<file path="config.mk">
export PLATFORM = sky130hd
export DESIGN_NAME = daq_conv_sequencer_flat
export DESIGN_NICKNAME = d
export VERILOG_FILES = /design/src/rtl/daq_pkg.sv /design/src/rtl/daq_conv_sequencer_if.sv /design/src/rtl/daq_tick_counter.sv /design/src/rtl/daq_conv_sequencer.sv /design/src/flat_wrapper.sv
export SDC_FILE = /design/constraint.sdc
export NUM_CORES = 1
export LEC_CHECK = 0
export CAP_MARGIN = 20
export CORE_UTILIZATION = 55
export CTS_BUF_LIST = sky130_fd_sc_hd__clkbuf_8
export DETAILED_ROUTE_END_ITERATION = 16
export PLACE_DENSITY_LB_ADDON = 0.25
export SYNTH_ARGS = -nofsm -noshare
export SYNTH_HDL_FRONTEND = slang
export SYNTH_SLANG_ARGS = --single-unit
</file>
<file path="constraint.sdc">
create_clock -name clk_i -period 4.2 [get_ports clk_i]
set_input_delay 0.63 -clock clk_i [delete_from_list [all_inputs] [get_ports clk_i]]
set_output_delay 0.63 -clock clk_i [all_outputs]
set_load 0.1 [all_outputs]
</file>
<file path="src/rtl/daq_pkg.sv">
// daq_pkg: shared definitions for the DAQ conversion-trigger sequencer and
// the host register block.
//   - daq_state_e : sequencer state encoding (also visible on the debug port)
//   - DAQ_*       : default widths / converter count
//   - max3        : helper used to size the shared tick counter
package daq_pkg;

    typedef enum logic [1:0] {
        ST_IDLE      = 2'd0,
        ST_PERIOD    = 2'd1,
        ST_WAIT_BUSY = 2'd2,
        ST_TRIGGER   = 2'd3
    } daq_state_e;

    localparam int DAQ_N_ADC     = 2;
    localparam int DAQ_PERIOD_W  = 16;
    localparam int DAQ_PULSE_W   = 8;
    localparam int DAQ_TIMEOUT_W = 12;
    localparam int DAQ_CNT_W     = 16;

    function automatic int max3(input int a, input int b, input int c);
        int m;
        m = (a > b) ? a : b;
        return (m > c) ? m : c;
    endfunction

endpackage

</file>
<file path="src/rtl/daq_conv_sequencer_if.sv">
// daq_conv_sequencer_if: host configuration, ADC pin and status signals of
// the conversion sequencer, bundled as one interface.
//   slave  modport : the sequencer (config/busy in, CONVST/status out)
//   master modport : the environment (register block + ADC pins)
// Handshake: start_i is a single-cycle request sampled on the rising edge;
// it is accepted only in IDLE with en_i=1 and a non-zero adc_mask_i, and the
// acceptance is visible as active_o rising in the following cycle.
// state_o is a debug view of the sequencer state register.
interface daq_conv_sequencer_if
    import daq_pkg::*;
#(
    parameter int N_ADC     = DAQ_N_ADC,
    parameter int PERIOD_W  = DAQ_PERIOD_W,
    parameter int PULSE_W   = DAQ_PULSE_W,
    parameter int TIMEOUT_W = DAQ_TIMEOUT_W,
    parameter int CNT_W     = DAQ_CNT_W
) ();
    logic                 en_i;
    logic                 start_i;
    logic [PERIOD_W-1:0]  period_i;
    logic [PULSE_W-1:0]   pulse_i;
    logic [TIMEOUT_W-1:0] timeout_i;
    logic [CNT_W-1:0]     burst_i;
    logic [N_ADC-1:0]     adc_mask_i;
    logic [N_ADC-1:0]     busy_i;
    logic [N_ADC-1:0]     conv_clk_o;
    logic                 active_o;
    logic                 done_o;
    logic                 timeout_o;
    logic                 err_o;
    logic [CNT_W-1:0]     conv_count_o;
    daq_state_e           state_o;

    modport slave (
        input  en_i, start_i, period_i, pulse_i, timeout_i, burst_i,
               adc_mask_i, busy_i,
        output conv_clk_o, active_o, done_o, timeout_o, err_o,
               conv_count_o, state_o
    );

    modport master (
        output en_i, start_i, period_i, pulse_i, timeout_i, burst_i,
               adc_mask_i, busy_i,
        input  conv_clk_o, active_o, done_o, timeout_o, err_o,
               conv_count_o, state_o
    );
endinterface

</file>
<file path="src/rtl/daq_tick_counter.sv">
// daq_tick_counter: loadable down-counter timing one sequencer state.
//   clk_i, reset_i : clock, synchronous active-high reset
//   load_i         : load load_val_i (0 loads as 1) for the state being entered
//   load_val_i     : length of that state in cycles
//   last_o         : high in the final cycle of the loaded interval
// The count saturates at 1 so last_o stays high once reached; this keeps a
// disabled timeout (loaded as 1) harmless while waiting on BUSY.
module daq_tick_counter #(
    parameter int W = 16
) (
    input  logic         clk_i,
    input  logic         reset_i,
    input  logic         load_i,
    input  logic [W-1:0] load_val_i,
    output logic         last_o
);
    logic [W-1:0] cnt_q, cnt_d;

    always_comb begin
        cnt_d = cnt_q;
        if (load_i) begin
            cnt_d = (load_val_i == '0) ? W'(1) : load_val_i;
        end else if (cnt_q > W'(1)) begin
            cnt_d = cnt_q - W'(1);
        end
    end

    always_ff @(posedge clk_i) begin
        if (reset_i) cnt_q <= W'(1);
        else         cnt_q <= cnt_d;
    end

    assign last_o = (cnt_q == W'(1));
endmodule

</file>
<file path="src/rtl/daq_conv_sequencer.sv">
// daq_conv_sequencer: issues active-low CONVST pulses to N_ADC converters.
//   clk_i, reset_i : clock, synchronous active-high reset (highest priority)
//   bus (slave)    : en/start/config/busy in; conv_clk_o, active_o, done_o,
//                    timeout_o, err_o, conv_count_o, state_o out
// Sequence: IDLE -> PERIOD -> [WAIT_BUSY] -> TRIGGER -> PERIOD ... until the
// burst count is reached (done_o), BUSY times out (timeout_o, err_o) or en_i
// drops (silent abort). All outputs are registered and decoded from the next
// state, so CONVST is low exactly while the state register holds TRIGGER.
module daq_conv_sequencer
    import daq_pkg::*;
#(
    parameter int N_ADC     = DAQ_N_ADC,
    parameter int PERIOD_W  = DAQ_PERIOD_W,
    parameter int PULSE_W   = DAQ_PULSE_W,
    parameter int TIMEOUT_W = DAQ_TIMEOUT_W,
    parameter int CNT_W     = DAQ_CNT_W
) (
    input logic                 clk_i,
    input logic                 reset_i,
    daq_conv_sequencer_if.slave bus
);
    // One counter times every state; period, pulse and timeout never overlap.
    localparam int TICK_W = max3(PERIOD_W, PULSE_W, TIMEOUT_W);

    daq_state_e           state_q, state_d;
    logic [PERIOD_W-1:0]  cfg_period_q, cfg_period_d;
    logic [PULSE_W-1:0]   cfg_pulse_q, cfg_pulse_d;
    logic [TIMEOUT_W-1:0] cfg_tmo_q, cfg_tmo_d;
    logic [CNT_W-1:0]     cfg_burst_q, cfg_burst_d;
    logic [N_ADC-1:0]     cfg_mask_q, cfg_mask_d;
    logic [CNT_W-1:0]     cnt_q, cnt_d;
    logic [N_ADC-1:0]     conv_clk_q, conv_clk_d;
    logic                 active_q, active_d;
    logic                 done_q, done_d;
    logic                 tmo_q, tmo_d;
    logic                 err_q, err_d;

    logic              tick_load;
    logic [TICK_W-1:0] tick_val;
    logic              tick_last;
    logic              busy_hit;

    assign busy_hit = |(bus.busy_i & cfg_mask_q);

    always_comb begin
        state_d      = state_q;
        cfg_period_d = cfg_period_q;
        cfg_pulse_d  = cfg_pulse_q;
        cfg_tmo_d    = cfg_tmo_q;
        cfg_burst_d  = cfg_burst_q;
        cfg_mask_d   = cfg_mask_q;
        cnt_d        = cnt_q;
        done_d       = 1'b0;
        tmo_d        = 1'b0;
        err_d        = err_q;
        tick_val     = '0;

        case (state_q)
            ST_IDLE: begin
                if (bus.start_i && bus.en_i && (bus.adc_mask_i != '0)) begin
                    cfg_period_d = bus.period_i;
                    cfg_pulse_d  = bus.pulse_i;
                    cfg_tmo_d    = bus.timeout_i;
                    cfg_burst_d  = bus.burst_i;
                    cfg_mask_d   = bus.adc_mask_i;
                    cnt_d        = '0;
                    err_d        = 1'b0;
                    state_d      = ST_PERIOD;
                    tick_val     = TICK_W'(bus.period_i);
                end
            end
            ST_PERIOD: begin
                if (tick_last) begin
                    if (busy_hit) begin
                        state_d  = ST_WAIT_BUSY;
                        tick_val = TICK_W'(cfg_tmo_q);
                    end else begin
                        state_d  = ST_TRIGGER;
                        tick_val = TICK_W'(cfg_pulse_q);
                        cnt_d    = cnt_q + CNT_W'(1);
                    end
                end
            end
            ST_WAIT_BUSY: begin
                // BUSY clearing wins over a timeout expiring in the same cycle.
                if (!busy_hit) begin
                    state_d  = ST_TRIGGER;
                    tick_val = TICK_W'(cfg_pulse_q);
                    cnt_d    = cnt_q + CNT_W'(1);
                end else if ((cfg_tmo_q != '0) && tick_last) begin
                    state_d = ST_IDLE;
                    tmo_d   = 1'b1;
                    err_d   = 1'b1;
                end
            end
            ST_TRIGGER: begin
                if (tick_last) begin
                    if ((cfg_burst_q != '0) && (cnt_q == cfg_burst_q)) begin
                        state_d = ST_IDLE;
                        done_d  = 1'b1;
                    end else begin
                        state_d  = ST_PERIOD;
                        tick_val = TICK_W'(cfg_period_q);
                    end
                end
            end
            default: state_d = ST_IDLE;
        endcase

        // Disable aborts silently: no status pulses, counter and config held.
        if (!bus.en_i) begin
            state_d      = ST_IDLE;
            cfg_period_d = cfg_period_q;
            cfg_pulse_d  = cfg_pulse_q;
            cfg_tmo_d    = cfg_tmo_q;
            cfg_burst_d  = cfg_burst_q;
            cfg_mask_d   = cfg_mask_q;
            cnt_d        = cnt_q;
            done_d       = 1'b0;
            tmo_d        = 1'b0;
            err_d        = err_q;
            tick_val     = '0;
        end

        conv_clk_d = (state_d == ST_TRIGGER) ? ~cfg_mask_d : '1;
        active_d   = (state_d != ST_IDLE);
        tick_load  = (state_d != state_q) && (state_d != ST_IDLE);
    end

    always_ff @(posedge clk_i) begin
        if (reset_i) begin
            state_q      <= ST_IDLE;
            cfg_period_q <= '0;
            cfg_pulse_q  <= '0;
            cfg_tmo_q    <= '0;
            cfg_burst_q  <= '0;
            cfg_mask_q   <= '0;
            cnt_q        <= '0;
            conv_clk_q   <= '1;
            active_q     <= 1'b0;
            done_q       <= 1'b0;
            tmo_q        <= 1'b0;
            err_q        <= 1'b0;
        end else begin
            state_q      <= state_d;
            cfg_period_q <= cfg_period_d;
            cfg_pulse_q  <= cfg_pulse_d;
            cfg_tmo_q    <= cfg_tmo_d;
            cfg_burst_q  <= cfg_burst_d;
            cfg_mask_q   <= cfg_mask_d;
            cnt_q        <= cnt_d;
            conv_clk_q   <= conv_clk_d;
            active_q     <= active_d;
            done_q       <= done_d;
            tmo_q        <= tmo_d;
            err_q        <= err_d;
        end
    end

    daq_tick_counter #(.W(TICK_W)) u_tick (
        .clk_i      (clk_i),
        .reset_i    (reset_i),
        .load_i     (tick_load),
        .load_val_i (tick_val),
        .last_o     (tick_last)
    );

    assign bus.conv_clk_o   = conv_clk_q;
    assign bus.active_o     = active_q;
    assign bus.done_o       = done_q;
    assign bus.timeout_o    = tmo_q;
    assign bus.err_o        = err_q;
    assign bus.conv_count_o = cnt_q;
    assign bus.state_o      = state_q;
endmodule
</file>
<file path="src/flat_wrapper.sv">
// flat-port wrapper written by rule: the top's interface ports become plain ports
module daq_conv_sequencer_flat import daq_pkg::*;
#(
    parameter int N_ADC     = DAQ_N_ADC,
    parameter int PERIOD_W  = DAQ_PERIOD_W,
    parameter int PULSE_W   = DAQ_PULSE_W,
    parameter int TIMEOUT_W = DAQ_TIMEOUT_W,
    parameter int CNT_W     = DAQ_CNT_W
)
  (clk_i, reset_i, bus_en_i, bus_start_i, bus_period_i, bus_pulse_i, bus_timeout_i, bus_burst_i, bus_adc_mask_i, bus_busy_i, bus_conv_clk_o, bus_active_o, bus_done_o, bus_timeout_o, bus_err_o, bus_conv_count_o, bus_state_o);
  daq_conv_sequencer_if #(.N_ADC(N_ADC), .PERIOD_W(PERIOD_W), .PULSE_W(PULSE_W), .TIMEOUT_W(TIMEOUT_W), .CNT_W(CNT_W)) bus_i ();
  input logic clk_i;
  input logic reset_i;
  input wire logic [$bits(bus_i.en_i)-1:0] bus_en_i;
  input wire logic [$bits(bus_i.start_i)-1:0] bus_start_i;
  input wire logic [$bits(bus_i.period_i)-1:0] bus_period_i;
  input wire logic [$bits(bus_i.pulse_i)-1:0] bus_pulse_i;
  input wire logic [$bits(bus_i.timeout_i)-1:0] bus_timeout_i;
  input wire logic [$bits(bus_i.burst_i)-1:0] bus_burst_i;
  input wire logic [$bits(bus_i.adc_mask_i)-1:0] bus_adc_mask_i;
  input wire logic [$bits(bus_i.busy_i)-1:0] bus_busy_i;
  output wire logic [$bits(bus_i.conv_clk_o)-1:0] bus_conv_clk_o;
  output wire logic [$bits(bus_i.active_o)-1:0] bus_active_o;
  output wire logic [$bits(bus_i.done_o)-1:0] bus_done_o;
  output wire logic [$bits(bus_i.timeout_o)-1:0] bus_timeout_o;
  output wire logic [$bits(bus_i.err_o)-1:0] bus_err_o;
  output wire logic [$bits(bus_i.conv_count_o)-1:0] bus_conv_count_o;
  output wire logic [$bits(bus_i.state_o)-1:0] bus_state_o;
  assign bus_i.en_i = bus_en_i;
  assign bus_i.start_i = bus_start_i;
  assign bus_i.period_i = bus_period_i;
  assign bus_i.pulse_i = bus_pulse_i;
  assign bus_i.timeout_i = bus_timeout_i;
  assign bus_i.burst_i = bus_burst_i;
  assign bus_i.adc_mask_i = bus_adc_mask_i;
  assign bus_i.busy_i = bus_busy_i;
  assign bus_conv_clk_o = bus_i.conv_clk_o;
  assign bus_active_o = bus_i.active_o;
  assign bus_done_o = bus_i.done_o;
  assign bus_timeout_o = bus_i.timeout_o;
  assign bus_err_o = bus_i.err_o;
  assign bus_conv_count_o = bus_i.conv_count_o;
  assign bus_state_o = bus_i.state_o;
  daq_conv_sequencer #(.N_ADC(N_ADC), .PERIOD_W(PERIOD_W), .PULSE_W(PULSE_W), .TIMEOUT_W(TIMEOUT_W), .CNT_W(CNT_W)) u_core (.clk_i(clk_i), .reset_i(reset_i), .bus(bus_i));
endmodule
</file>
Word-level counts from Yosys, hierarchy flattened
Index checks and enable logic that the tools add are counted.
{"block": "word_totals", "output_inout_bits": 24, "ff_bits": 94, "inputBits": 60, "word_cells": 89}
{"block": "classes", "n_lt_le_gt_ge": 1, "n_mux": 33, "bitwise": 8, "n_reduce_logical": 21, "n_eq_ne": 11, "addsub": 2}
{"cell": "2-to-1 mux 16 bit", "n": 11}
{"cell": "case mux 16 bit (4 select lines)", "n": 1}
{"cell": "case mux 16 bit (3 select lines)", "n": 1}
{"cell": "2-to-1 mux 2 bit", "n": 9}
{"cell": "adder 16 x 1 -> 16 bit, second input constant", "n": 1}
{"cell": "== test 16 x 1 -> 1 bit, second input constant", "n": 1}
{"cell": "== test 16 bit", "n": 1}
{"cell": "greater-than comparator 16 x 1 -> 1 bit, second input constant", "n": 1}
{"cell": "logical NOT 16 bit", "n": 1}
{"cell": "nonzero test 16 bit", "n": 1}
{"cell": "subtractor 16 x 1 -> 16 bit, second input constant", "n": 1}
{"cell": "2-to-1 mux 12 bit", "n": 1}
{"cell": "nonzero test 12 bit", "n": 1}
{"cell": "2-to-1 mux 8 bit", "n": 1}
{"cell": "inequality test 2 x 1 -> 1 bit, second input constant", "n": 4}
{"cell": "case mux 2 bit (4 select lines)", "n": 1}
{"cell": "nonzero test 2 bit", "n": 4}
{"cell": "OR reduction 4 bit", "n": 2}
{"cell": "2-to-1 mux 1 bit", "n": 7}
{"cell": "== test 2 bit, second input constant", "n": 3}
{"cell": "inverter 1 bit", "n": 6}
{"cell": "logical AND 1 bit", "n": 5}
{"cell": "AND reduction 5 bit", "n": 1}
{"cell": "AND reduction 4 bit", "n": 1}
{"cell": "other kinds (9)", "n": 10}

Depth between registers and ports, before layout
{"block": "depth", "word_depth": 9, "depth_mapped": 12, "depth_no_buf": 10}

By module
A second synthesis with hierarchy kept.
{"block": "hier_totals", "cells_unflattened": 595, "hier_area_um2": 4631.9}
{"mod": "daq_conv_sequencer", "cells_per_inst": 477, "area_per_inst_um2": 3641.0, "seq_area_each_um2": 1561.5, "n_inst": 1}
{"mod": "daq_tick_counter", "cells_per_inst": 118, "area_per_inst_um2": 991.0, "seq_area_each_um2": 320.3, "n_inst": 1}

Least setup slack after synthesis
No wires, ideal clock.
{"block": "synth_timing", "kind": "register to register", "start": "register u_core.state_q[1] (netlist: u_core.bus.state_o[1])", "end": "register u_core.u_tick.cnt_q[0]", "setup_slack_ns": 0.470, "synth_period_minus_slack_ns": 3.730, "arrival_ns": 3.655, "path_buffers": 2, "path_stages_with_launch": 12, "setup_ns": 0.075, "required_time_ns": 4.125, "path_cell_list": "dfxtp_1 -> inv_1 -> ha_1 -> clkbuf_1 -> nor2b_1 -> and2_1 -> buf_2 -> a221o_1 -> o21a_1 -> or4_1 -> or4_1 -> a22oi_2"}
{"block": "synth_via", "elab_chain_len": 7, "word_cells_on_any_way": 20, "cone_classes": "eq/ne (4); mux (11); reduce/logical (5)"}
{"item": "from (decl)", "line": "daq_conv_sequencer.sv:25", "source": "daq_state_e state_q, state_d;"}
{"item": "from (signal assigned)", "line": "daq_conv_sequencer.sv:145", "source": "state_q <= state_d;"}
{"item": "parallel branches: the longest is 7 deep, another holds case mux 16 bit (4 select lines)"}
{"item": "to (signal assigned)", "line": "daq_tick_counter.sv:30", "source": "else cnt_q <= cnt_d;"}
{"item": "to (decl)", "line": "daq_tick_counter.sv:17", "source": "logic [W-1:0] cnt_q, cnt_d;"}
Several ways; the timed one is not identified.
A chain may end at the register's enable or synchronous reset.

Final worst setup path
{"block": "layout_timing", "start": "register u_core.state_q[0] (netlist: u_core.bus.state_o[0])", "end": "register u_core.u_tick.cnt_q[0]"}
The elaborated chain is that of the path after synthesis.

==> impl_metrics.env <==
export IMPL_worstHoldPathCells=2
export IMPL_cts_hold_fix_buffers=0
export IMPL_diodes=0
export IMPL_drt_wl_total_um=13030
export IMPL_yosysWarnings=0
export IMPL_worst_pin_slew_ps=1016
export IMPL_utilization_pct=71.58
export IMPL_syn_nets=693
export IMPL_rr_worst_depth=9
export IMPL_syn_instance_count=624
export IMPL_vias=4731
export IMPL_setup_violations=0
export IMPL_die_h_um=96.05
export IMPL_finalCritPeriodShare_pct=77.78
export IMPL_whs_endpoint="u_core.cfg_period_q[3]$_SDFFE_PP0P_"
export IMPL_cts_tree="done"
export IMPL_power_leakage_uw=0.002286
export IMPL_fmax_mhz=306.1
export IMPL_fin_setup_tns_ps=0
export IMPL_hold_violations=0
export IMPL_gp_congestion=0.9286
export IMPL_min_period_ps=3267
export IMPL_slew_headroom_pct=32.28
export IMPL_cp_required_ps=4480
export IMPL_outcome="completed"
export IMPL_skew_ps=12.44
export IMPL_clk_latency_ps=360
export IMPL_clk_pin_slew_ps=90
export IMPL_wl_per_cell_um=16.33
export IMPL_drc=0
export IMPL_rsz0062_at_grt="false"
export IMPL_crit_arrival_ps=3550
export IMPL_post_route_cells_drive_above_1_share_pct=6.061
export IMPL_place_hpwl_um=9852
export IMPL_avgViaCountPerCell=5.929
export IMPL_cap_violations=0
export IMPL_hold_class="flop to flop"
export IMPL_htree_num_levels=3
export IMPL_end_kind="flop"
export IMPL_async_reset_ff_share_pct=0
export IMPL_synth_avg_cell_area_sq_um=7.796
export IMPL_grt_pass1_vias=4304
export IMPL_synth_top_area_share_pct=38.68
export IMPL_grt_max_degree=46
export IMPL_reg2reg_from="u_core.bus.state_o[0]$_SDFF_PP0_"
export IMPL_cts_made_buffers=9
export IMPL_yosysMostFrequentCell="nand2_1"
export IMPL_drt_iter0_markers=443
export IMPL_seq_area_frac_synth_pct=38.68
export IMPL_dp_cells=782
export IMPL_ant_nets=0
export IMPL_cts_resized_gates=0
export IMPL_cts_sinks=94
export IMPL_yosys_area_top_type="dfxtp_1"
export IMPL_yosys_top_cells_area="dfxtp_1 (39%), nand2_1 (12%), a21oi_1 (8.0%)"
export IMPL_synthFlopType="dfxtp_1"
export IMPL_crit_fanout=10
export IMPL_reg2reg_setup_slack_ps=930
export IMPL_io_buffers=83
export IMPL_startpoint_type="flop"
export IMPL_yosysUniqueCellTypes=58
export IMPL_first_pass_iters=5
export IMPL_core_area_sq_mm=0.008382
export IMPL_antenna_found_initial=0
export IMPL_grt_pass1_wl_um=21120
export IMPL_syn_to_final_growth_pct=23.33
export IMPL_synth_edff_count=0
export IMPL_drv_slew=0
export IMPL_nets=757
export IMPL_cts_root_buf="clkbuf_8"
export IMPL_criticalPathCategory="flop to flop"
export IMPL_ys_seq_elements=94
export IMPL_r2r_end="u_core.u_tick.cnt_q[0]$_SDFFE_PP1P_"
export IMPL_ys_top_cells_by_count="nand2_1 (150), dfxtp_1 (94), a21oi_1 (78), nor2_1 (50), clkbuf_1 (31)"
export IMPL_synth_cell_area_sq_mm=0.004865
export IMPL_start_util_pct=58.04
export IMPL_rows=33
export IMPL_cts_setup_buffers=0
export IMPL_overflow=0
export IMPL_grt_usage_pct=29.81
export IMPL_max_vdd_ir_drop_mv=0.2173
export IMPL_hold_start="u_core.cfg_period_q[3]$_SDFFE_PP0P_"
export IMPL_dieArea_sq_mm=0.009225
export IMPL_p_per_area_mw_per_mm2=445.0
export IMPL_io_pins=84
export IMPL_cts_buffer_depth=2
export IMPL_final_cells=798
export IMPL_die_x_um=96.05
power by group:
| part | switching, uW | leakage [uW] | internal, uW |
|---|---|---|---|
| logic | 505 | 0.00140 | 352 |
| clock network | 320 | 0.000126 | 457 |
| registers | 73.3 | 0.000764 | 962 |
worst max-delay path by stage:
stage,from,end,cells past startpoint
finish,u_core.bus.state_o[0]$_SDFF_PP0_,u_core.u_tick.cnt_q[0]$_SDFFE_PP1P_,9
global route,bus_en_i,u_core.bus.conv_count_o[8]$_SDFFE_PP0P_,9
CTS,bus_en_i,u_core.u_tick.cnt_q[0]$_SDFFE_PP1P_,9
detailed placement,bus_en_i,u_core.u_tick.cnt_q[0]$_SDFFE_PP1P_,9
global placement,bus_en_i,u_core.u_tick.cnt_q[0]$_SDFFE_PP1P_,9
floorplan,u_core.bus.state_o[1]$_SDFF_PP0_,u_core.u_tick.cnt_q[0]$_SDFFE_PP1P_,11
sequential cells by signal (all words and copies together) (netlist names):
register                 count
u_core.bus.err_o             1
u_core.cfg_burst_q          16
u_core.cfg_period_q         16
u_core.bus.done_o            1
u_core.cfg_tmo_q            12
u_core.bus.active_o          1
u_core.cfg_pulse_q           8
u_core.bus.conv_count_o     16
u_core.bus.state_o           2
u_core.bus.timeout_o         1
u_core.cfg_mask_q            2
u_core.u_tick.cnt_q         16
u_core.bus.conv_clk_o        2
worst max-delay path, stage by stage, from the launching register on:
cell and delay, ps:
dfxtp_1 570, inv_1 170, ha_1 320, a21o_1 250
a31o_4 250, a221o_1 360, o21a_1 180, or4_1 410
or4_1 520, a22oi_2 170
cell families after synthesis:
| logic type | synth area share (%) |
|---|---|
| AO/OA/AOI/OAI | 19.75 |
| XOR/XNOR | 6.842 |
| adder cells (fa/ha/maj) | 2.315 |
| buffers and inverters | 3.755 |
| flip-flops | 38.68 |
| multiplexers | 2.263 |
| AND/OR/NAND/NOR | 26.39 |
cell usage in the layout, fill, tap and decap left out, types with 4 or more instances in the layout:
cell             netlist  layout
o21ai_0               10      10
o22ai_1                5       5
bufinv_16              0       4
nor3_1                 9       9
clkbuf_8               0       9
ha_1                   9       9
inv_1                 10      10
xnor2_1               20      20
o2111ai_1              4       4
a21oi_1               78      78
or4_1                  4       4
a31o_2                 4       4
nand4_1               12      12
a211oi_1               6       6
a32o_1                 4       4
clkdlybuf4s50_1        0      82
mux2i_1               11      11
nand2_1              150     150
dfxtp_1               94      94
nand3_1                8       8
or3_1                  8       8
nor3b_1                5       5
nor4_1                10      10
a31oi_1                4       4
nor2_1                50      50
a21o_1                 5       5
xor2_1                18      18
buf_4                  2       6
layout make-up:
| cell class | count | area (sq um) |
|---|---|---|
| inverters | 10 | 37.54 |
| flip-flops and latches | 94 | 1882 |
| fillers | 682 | 2382 |
| well taps | 105 | 131.4 |
| clock inverters | 7 | 143.9 |
| multi-input cells | 484 | 2810 |
| repair buffers | 89 | 870.8 |
| clock buffers | 9 | 123.9 |
routing by layer:
| layer | wire length (um) | part of all wire (%) | GRT usage, % | vias to the layer above |
|---|---|---|---|---|
| met5 | 0 | 0 | 0 | - |
| li1 | - | - | - | 2300 |
| met2 | 6029 | 46 | 47.52 | 192 |
| met1 | 5871 | 45 | 41.64 | 2211 |
| met4 | 218 | 1.7 | 9.204 | 0 |
| met3 | 909 | 7.0 | 4.028 | 28 |
metrics by stage:
step	total power [uW]	cell area (sq um)	setup slack (ps)	hold slack, ps
3_5_place_dp	1895	5732	608.5	448.1
5_1_grt	2806	6000	762.4	489.0
6_report	2670	6000	933.4	465.0
2_1_floorplan	1685	4865	469.9	436.1
4_1_cts	2668	6000	966.0	460.9
3_3_place_gp	1870	5732	703.2	445.8
(Power assumes the default switching activity.)
